File: config.mk
export PLATFORM = sky130hd
export DESIGN_NAME = ccd_dvp_rx
export DESIGN_NICKNAME = d
export VERILOG_FILES = /design/src/rtl/ccd_dvp_rx_pkg.sv /design/src/rtl/ccd_dvp_rx_fifo.sv /design/src/rtl/ccd_dvp_rx.sv
export SDC_FILE = /design/constraint.sdc
export NUM_CORES = 1
export LEC_CHECK = 0
export CORE_MARGIN = 5
export CORE_UTILIZATION = 40
export DETAILED_ROUTE_END_ITERATION = 6
export PLACE_DENSITY = 0.67
export SLEW_MARGIN = 20
export SYNTH_ARGS = -nofsm -noshare
export SYNTH_HDL_FRONTEND = slang
export SYNTH_SLANG_ARGS = --single-unit
File: constraint.sdc
create_clock -name clk -period 7.7 [get_ports clk]
set_clock_uncertainty 0.1 [all_clocks]
set_input_delay 1.54 -clock clk [delete_from_list [all_inputs] [get_ports clk]]
set_output_delay 1.54 -clock clk [all_outputs]
set_load 0.01 [all_outputs]
File: src/rtl/ccd_dvp_rx_pkg.sv
// Shared types and helpers for the DVP pixel receiver.
package ccd_dvp_rx_pkg;

  typedef enum logic [2:0] {
    CDRX_ST_IDLE     = 3'd0,
    CDRX_ST_VSKIP    = 3'd1,
    CDRX_ST_HSKIP    = 3'd2,
    CDRX_ST_ACTIVE   = 3'd3,
    CDRX_ST_WAITLINE = 3'd4,
    CDRX_ST_DROP     = 3'd5
  } cdrx_state_t;

  // Convert a raw sync pin level to "asserted" (1) given the pin polarity.
  function automatic logic sync_act(input logic raw, input logic act_lo);
    return raw ^ act_lo;
  endfunction

endpackage

File: src/rtl/ccd_dvp_rx_fifo.sv
// Show-ahead synchronous FIFO; full/empty from pointers with an extra wrap bit.
// A push into a full FIFO is accepted when a pop happens in the same cycle.
module ccd_dvp_rx_fifo #(
  parameter int W  = 18,
  parameter int AW = 4
) (
  input  logic         clk,
  input  logic         rst,
  input  logic         wr_en,
  input  logic [W-1:0] wr_data,
  output logic         full,
  input  logic         rd_en,
  output logic [W-1:0] rd_data,
  output logic         empty
);
  logic [W-1:0] mem [0:(1<<AW)-1];
  logic [AW:0]  wp, rp;
  logic         push, pop;

  assign empty   = (wp == rp);
  assign full    = (wp[AW] != rp[AW]) && (wp[AW-1:0] == rp[AW-1:0]);
  assign pop     = rd_en & ~empty;
  assign push    = wr_en & (~full | pop);
  // Head entry is forced to zero while empty so the outputs read 0 after reset.
  assign rd_data = empty ? '0 : mem[rp[AW-1:0]];

  // Read/write pointers
  always_ff @(posedge clk or posedge rst) begin
    if (rst) begin
      wp <= '0;
      rp <= '0;
    end else begin
      if (push) wp <= wp + 1'b1;
      if (pop)  rp <= rp + 1'b1;
    end
  end

  // Storage array, no reset needed
  always_ff @(posedge clk) begin
    if (push) mem[wp[AW-1:0]] <= wr_data;
  end

endmodule

File: src/rtl/ccd_dvp_rx.sv
// DVP pixel receiver: registers the AFE bus, crops a window framed by
// hsync/vsync, and queues pixels as an AXI-Stream-style beat stream.
import ccd_dvp_rx_pkg::*;

module ccd_dvp_rx #(
  parameter int DW          = 16,
  parameter int CNTW        = 15,
  parameter int FIFO_AW     = 4,
  parameter bit SYNC_ACT_LO = 1'b1
) (
  input  logic            clk,
  input  logic            rst,
  input  logic            en,
  input  logic [CNTW-1:0] hskip,
  input  logic [CNTW-1:0] hact,
  input  logic [CNTW-1:0] vskip,
  input  logic [CNTW-1:0] vact,
  input  logic            clr_err,
  input  logic            dvp_hsync,
  input  logic            dvp_vsync,
  input  logic [DW-1:0]   dvp_data,
  output logic [DW-1:0]   m_tdata,
  output logic            m_tvalid,
  input  logic            m_tready,
  output logic            m_tuser,
  output logic            m_tlast,
  output logic            frame_done,
  output logic            busy,
  output logic            err_ovf,
  output logic            err_short
);
  logic            hs_r, vs_r, hs_d, vs_d, hs_a, vs_a, hs_edge, vs_edge;
  logic [DW-1:0]   data_r;
  logic [CNTW-1:0] hskip_c, hact_m1, vskip_c, vact_m1;
  cdrx_state_t     state, state_n, line_st;
  logic [CNTW-1:0] hcnt, hcnt_n, vcnt, vcnt_n;
  logic            sof, sof_n, last_line;
  logic            cap, cap_last, cap_eof, cut;
  logic            pend_vld, pend_user, pend_last, pend_eof;
  logic [DW-1:0]   pend_data;
  logic            flush, ovf, full, empty;
  logic [DW+1:0]   wr_data, rd_data;

  assign hs_a    = sync_act(hs_r, SYNC_ACT_LO);
  assign vs_a    = sync_act(vs_r, SYNC_ACT_LO);
  assign hs_edge = hs_a & ~hs_d;
  assign vs_edge = vs_a & ~vs_d;

  // Input register stage plus delayed active-level copies for edge detect
  always_ff @(posedge clk or posedge rst) begin
    if (rst) begin
      hs_r   <= SYNC_ACT_LO;
      vs_r   <= SYNC_ACT_LO;
      hs_d   <= 1'b0;
      vs_d   <= 1'b0;
      data_r <= '0;
    end else begin
      hs_r   <= dvp_hsync;
      vs_r   <= dvp_vsync;
      hs_d   <= hs_a;
      vs_d   <= vs_a;
      data_r <= dvp_data;
    end
  end

  // Window config, frozen for the frame at each vsync assert edge
  always_ff @(posedge clk or posedge rst) begin
    if (rst) begin
      hskip_c <= '0;
      hact_m1 <= '0;
      vskip_c <= '0;
      vact_m1 <= '0;
    end else if (vs_edge) begin
      hskip_c <= hskip;
      hact_m1 <= (hact == '0) ? '0 : hact - 1'b1;
      vskip_c <= vskip;
      vact_m1 <= (vact == '0) ? '0 : vact - 1'b1;
    end
  end

  assign line_st   = (hskip_c == '0) ? CDRX_ST_ACTIVE : CDRX_ST_HSKIP;
  assign last_line = (vcnt == vact_m1);

  // Next-state, counters and capture/cut strobes
  always_comb begin
    state_n  = state;
    hcnt_n   = hcnt;
    vcnt_n   = vcnt;
    sof_n    = sof;
    cap      = 1'b0;
    cap_last = 1'b0;
    cap_eof  = 1'b0;
    cut      = 1'b0;
    if (vs_edge) begin
      // DROP's exit edge is the expected recovery, not a truncation.
      cut     = (state != CDRX_ST_IDLE) && (state != CDRX_ST_DROP);
      state_n = en ? CDRX_ST_VSKIP : CDRX_ST_IDLE;
      hcnt_n  = '0;
      vcnt_n  = '0;
      sof_n   = en;
    end else begin
      case (state)
        CDRX_ST_VSKIP: begin
          if (hs_edge) begin
            if (vcnt == vskip_c) begin
              vcnt_n  = '0;
              hcnt_n  = '0;
              state_n = line_st;
            end else begin
              vcnt_n = vcnt + 1'b1;
            end
          end
        end
        CDRX_ST_HSKIP, CDRX_ST_ACTIVE: begin
          if (hs_edge) begin
            // Early hsync: the truncated line still counts toward vact.
            cut    = 1'b1;
            hcnt_n = '0;
            if (last_line) begin
              state_n = CDRX_ST_IDLE;
            end else begin
              vcnt_n  = vcnt + 1'b1;
              state_n = line_st;
            end
          end else if (state == CDRX_ST_HSKIP) begin
            if (hcnt == hskip_c - 1'b1) begin
              hcnt_n  = '0;
              state_n = CDRX_ST_ACTIVE;
            end else begin
              hcnt_n = hcnt + 1'b1;
            end
          end else begin
            cap   = 1'b1;
            sof_n = 1'b0;
            if (hcnt == hact_m1) begin
              cap_last = 1'b1;
              cap_eof  = last_line;
              hcnt_n   = '0;
              if (last_line) begin
                state_n = CDRX_ST_IDLE;
              end else begin
                vcnt_n  = vcnt + 1'b1;
                state_n = CDRX_ST_WAITLINE;
              end
            end else begin
              hcnt_n = hcnt + 1'b1;
            end
          end
        end
        CDRX_ST_WAITLINE: begin
          if (hs_edge) begin
            hcnt_n  = '0;
            state_n = line_st;
          end
        end
        default: ;
      endcase
    end
  end

  // The held pixel leaves when a new one arrives, its line ends, or a sync cuts it off.
  assign flush      = pend_vld & (pend_last | cut | cap);
  assign wr_data    = {pend_user, pend_last | cut, pend_data};
  assign ovf        = flush & full & ~m_tready;
  assign frame_done = flush & pend_eof & ~ovf;

  // State register, counters and pending-pixel register; overflow forces DROP
  always_ff @(posedge clk or posedge rst) begin
    if (rst) begin
      state     <= CDRX_ST_IDLE;
      hcnt      <= '0;
      vcnt      <= '0;
      sof       <= 1'b0;
      pend_vld  <= 1'b0;
      pend_user <= 1'b0;
      pend_last <= 1'b0;
      pend_eof  <= 1'b0;
      pend_data <= '0;
    end else begin
      state <= (ovf && !vs_edge) ? CDRX_ST_DROP : state_n;
      hcnt  <= hcnt_n;
      vcnt  <= vcnt_n;
      sof   <= sof_n;
      if (cap && !ovf) begin
        pend_vld  <= 1'b1;
        pend_user <= sof;
        pend_last <= cap_last;
        pend_eof  <= cap_eof;
        pend_data <= data_r;
      end else if (flush) begin
        pend_vld <= 1'b0;
      end
    end
  end

  // Sticky error flags; a new error outranks a clear in the same cycle
  always_ff @(posedge clk or posedge rst) begin
    if (rst) begin
      err_ovf   <= 1'b0;
      err_short <= 1'b0;
    end else begin
      if (ovf)          err_ovf <= 1'b1;
      else if (clr_err) err_ovf <= 1'b0;
      if (cut)          err_short <= 1'b1;
      else if (clr_err) err_short <= 1'b0;
    end
  end

  assign busy = (state != CDRX_ST_IDLE);

  ccd_dvp_rx_fifo #(.W(DW + 2), .AW(FIFO_AW)) u_fifo (
    .clk     (clk),
    .rst     (rst),
    .wr_en   (flush),
    .wr_data (wr_data),
    .full    (full),
    .rd_en   (m_tready),
    .rd_data (rd_data),
    .empty   (empty)
  );

  assign m_tvalid = ~empty;
  assign m_tuser  = rd_data[DW+1];
  assign m_tlast  = rd_data[DW];
  assign m_tdata  = rd_data[DW-1:0];

endmodule

==> results_dict.tcl <==
set metrics [dict create \
    ios 106 \
    ctsHtreeMaxLevel 2 \
    power_uw 7483 \
    grt_pass1_vias 11240 \
    cp_data_required_time_ps 6060 \
    root_buffer "clkbuf_16" \
    diodes 0 \
    rsz0062_at_grt "false" \
    yosysSeqAreaShare 0.6599 \
    cp-end-kind "output port" \
    ys.flop_type "edfxtp_1" \
    synth_top_cell_by_area "edfxtp_1" \
    power.density_mw_per_mm2 340.9 \
    antenna_left 0 \
    fillCellCount 4013 \
    cts_num_sinks 434 \
    clk_path_buf_depth 3 \
    cp-start-kind "flop" \
    fp.dieW_um 225.9 \
    grt_pass1_wl_um 64160 \
    leakage_uw 0.007738 \
    dieHeight_um 225.9 \
    clk_latency_ps 600 \
    synth_compound_area_frac 0.05154 \
    die-area_mm2 0.05103 \
    area_delta_synth_final_pct 17.72 \
    place_congestion 0.8567 \
    irDropWorstVdd_mv 0.2855 \
    synth_fa_ha_area_frac 0.006711 \
    dr.pass1.iters 4 \
    path_class "reg -> out" \
    status "complete, no violations" \
    syn_nets 1333 \
    cts_tree "done" \
    crit_family "buffers and inverters" \
    final.period_utilization 0.7125 \
    drive_gt1_frac 0.1768 \
    drc 0 \
    rows 79 \
    avgViaCountPerCell 5.385 \
    async_flop_share 0.3364 \
    cts_setup_buffers 0 \
    final_cell_area_mm2 0.02195 \
    syn_inst 1240 \
    vias 10730 \
    crit_chain "buf_4, mux4_2, mux4_2, nor2b_1, clkdlybuf4s50_1" \
    grtUsageTotal 0.1628 \
    final_common_cell "edfxtp_1" \
    synth_top_area_share 0.4638 \
    timing.final.hold_violations 0 \
    slew_viol_final 0 \
    yosysWarnings 0 \
    grt_max_degree 78 \
    clkTransAtPathRegs_ps 60 \
    layout.cells.non_filler 1993 \
    maxCapViolations 0 \
    synth_top_family_by_area "multiplexers" \
    min_path_type "reg -> reg" \
    io_buffers 105 \
    crit_path_top_delay_cell "dfrtp_2" \
    synth_seq_cells 434 \
    timing.slew.headroom 0.2811 \
    synth_xor_area_frac 0.04697 \
    cts_made_buffers 46 \
    initial_utilization 0.4022 \
    tns_ps 0 \
    dp.cells 1908 \
    max_freq_mhz 182.3 \
    worst_slew_pin_slew_ps 1078 \
    antenna_found_initial 0 \
    dp_hpwl_um 24870 \
    synth.distinct_cells 63 \
    synth_edf_count 288 \
    syn_area_mm2 0.01865 \
    worst_path_most_repeated_cell "mux4_2" \
    layout_common_cells "288 x edfxtp_1, 158 x nand2_1, 142 x dfrtp_1, 105 x clkdlybuf4s50_1, 90 x mux4_2" \
    cts_resized 0 \
    core_mm2 0.04636 \
    nets 1442 \
    synth_area_leaders "edfxtp_1 46%, dfrtp_1 19%, mux4_2 11%, nand2_1 3.2%, xnor2_1 3.1%" \
    first_iter_violations 732 \
    wl_um 41190 \
    setup_viol 0 \
    path_buf_inv 2 \
    post_drt_wl_per_cell_um 20.67 \
    grt_overflow 0 \
    postCtsHoldBufs 0 \
    synthSimpleGateAreaFrac 0.09193 \
    syn_avg_cell_area_um2 15.04 \
    worst-endpoint-arrival_ps 3850 \
    synthMuxAreaShare 0.1219 \
    dpl_cell_area_mm2 0.02043 \
    critPathMaxFanout 40 \
    fin_crit_ps 5486 \
    holdWs_ps 350.5 \
    critPathMaxStageDelay_ps 1080 \
]
## worst paths after layout
kind                       slack, ps           endpoint  cells after the start          from
max                             2210        m_tdata[15]                      5  u_fifo.rp[1]
min                              350               hs_d                      1          hs_r
max reg2reg                     3950  u_fifo.mem[11][7]                      8  u_fifo.rp[0]
min reg2reg                      350               hs_d                      1          hs_r
max in group asynchronous       4600       u_fifo.rp[0]                      3           rst
min in group asynchronous       1370        vskip_c[12]                      2           rst
## per-layer routing
metal  part of all wire  GRT usage  vias to the layer above
met4              0.020    0.04315                        0
met1               0.43     0.2195                     5478
met2               0.50     0.2719                      308
met3              0.053    0.03367                       56
met5                  0          0                        -
li1                   -          -                     4891
## cell families after synthesis
kind of cell    after synthesis
buf+inv                      96
simple gates                351
flops                       434
xor+xnor                    100
compound gates              137
mux                         112
fa+ha+maj                    10
## cell usage after synthesis (6+ instances only)
cell type / number
nor4_1: 18
nand2b_1: 7
buf_1: 13
dfrtp_1: 144
o41ai_1: 7
nor3_1: 19
nand3_1: 19
o21ai_0: 45
mux4_2: 90
and3_1: 6
nand2_1: 158
clkbuf_1: 53
ha_1: 10
nand4_1: 16
mux2_2: 20
o311ai_1: 6
o21a_1: 14
a21oi_1: 8
o31ai_1: 15
xor2_1: 35
nor2b_1: 31
inv_1: 24
edfxtp_1: 288
nor3b_1: 10
xnor2_1: 65
nor2_1: 41
## layout make-up
cell class | instances | area [µm²] | share of cell area
Inverter | 24 | 95.09 | 0.004332
Timing Repair Buffer | 133 | 1261 | 0.05746
Multi-Input combinational cell | 710 | 6008 | 0.2737
Clock buffer | 55 | 1225 | 0.05581
Clock inverter | 30 | 291.5 | 0.01328
Tap cell | 607 | 759.5 | 0.03460
Sequential cell | 434 | 12310 | 0.5608
## where the power goes
group | switching (µW) | internal [µW]
clock network | 921 | 1280
logic | 883 | 1040
registers | 425 | 2940
## worst register-to-register path: stages, from the launching register on
cell and delay, ps:
dfrtp_4 660, buf_4 500, xnor2_1 120, nand4_1 170, nor3_1 110, nor3b_2 480, nand2_1 320, nor2_2 640
buf_4 350
## sequential cells by signal (all words and copies together), names as in the netlist
register	flops
state	3
hs_d	1
pend_vld	1
u_fifo.rp	5
hcnt	15
vcnt	15
u_fifo.mem	288
err_short	1
pend_last	1
vskip_c	15
hskip_c	15
vs_d	1
sof	1
hs_r	1
hact_m1	15
pend_eof	1
u_fifo.wp	5
pend_user	1
data_r	16
vact_m1	15
err_ovf	1
vs_r	1
pend_data	16
## per-stage QoR
step	utilization	setup WS [ps]
4_1_cts	0.4734	2150
2_1_floorplan	-	2140
3_3_place_gp	0.4407	2680
3_5_place_dp	0.4407	2649
5_1_grt	0.4735	2091
6_report	0.4735	2214
No activity file was read; power rests on OpenSTA's default activity.
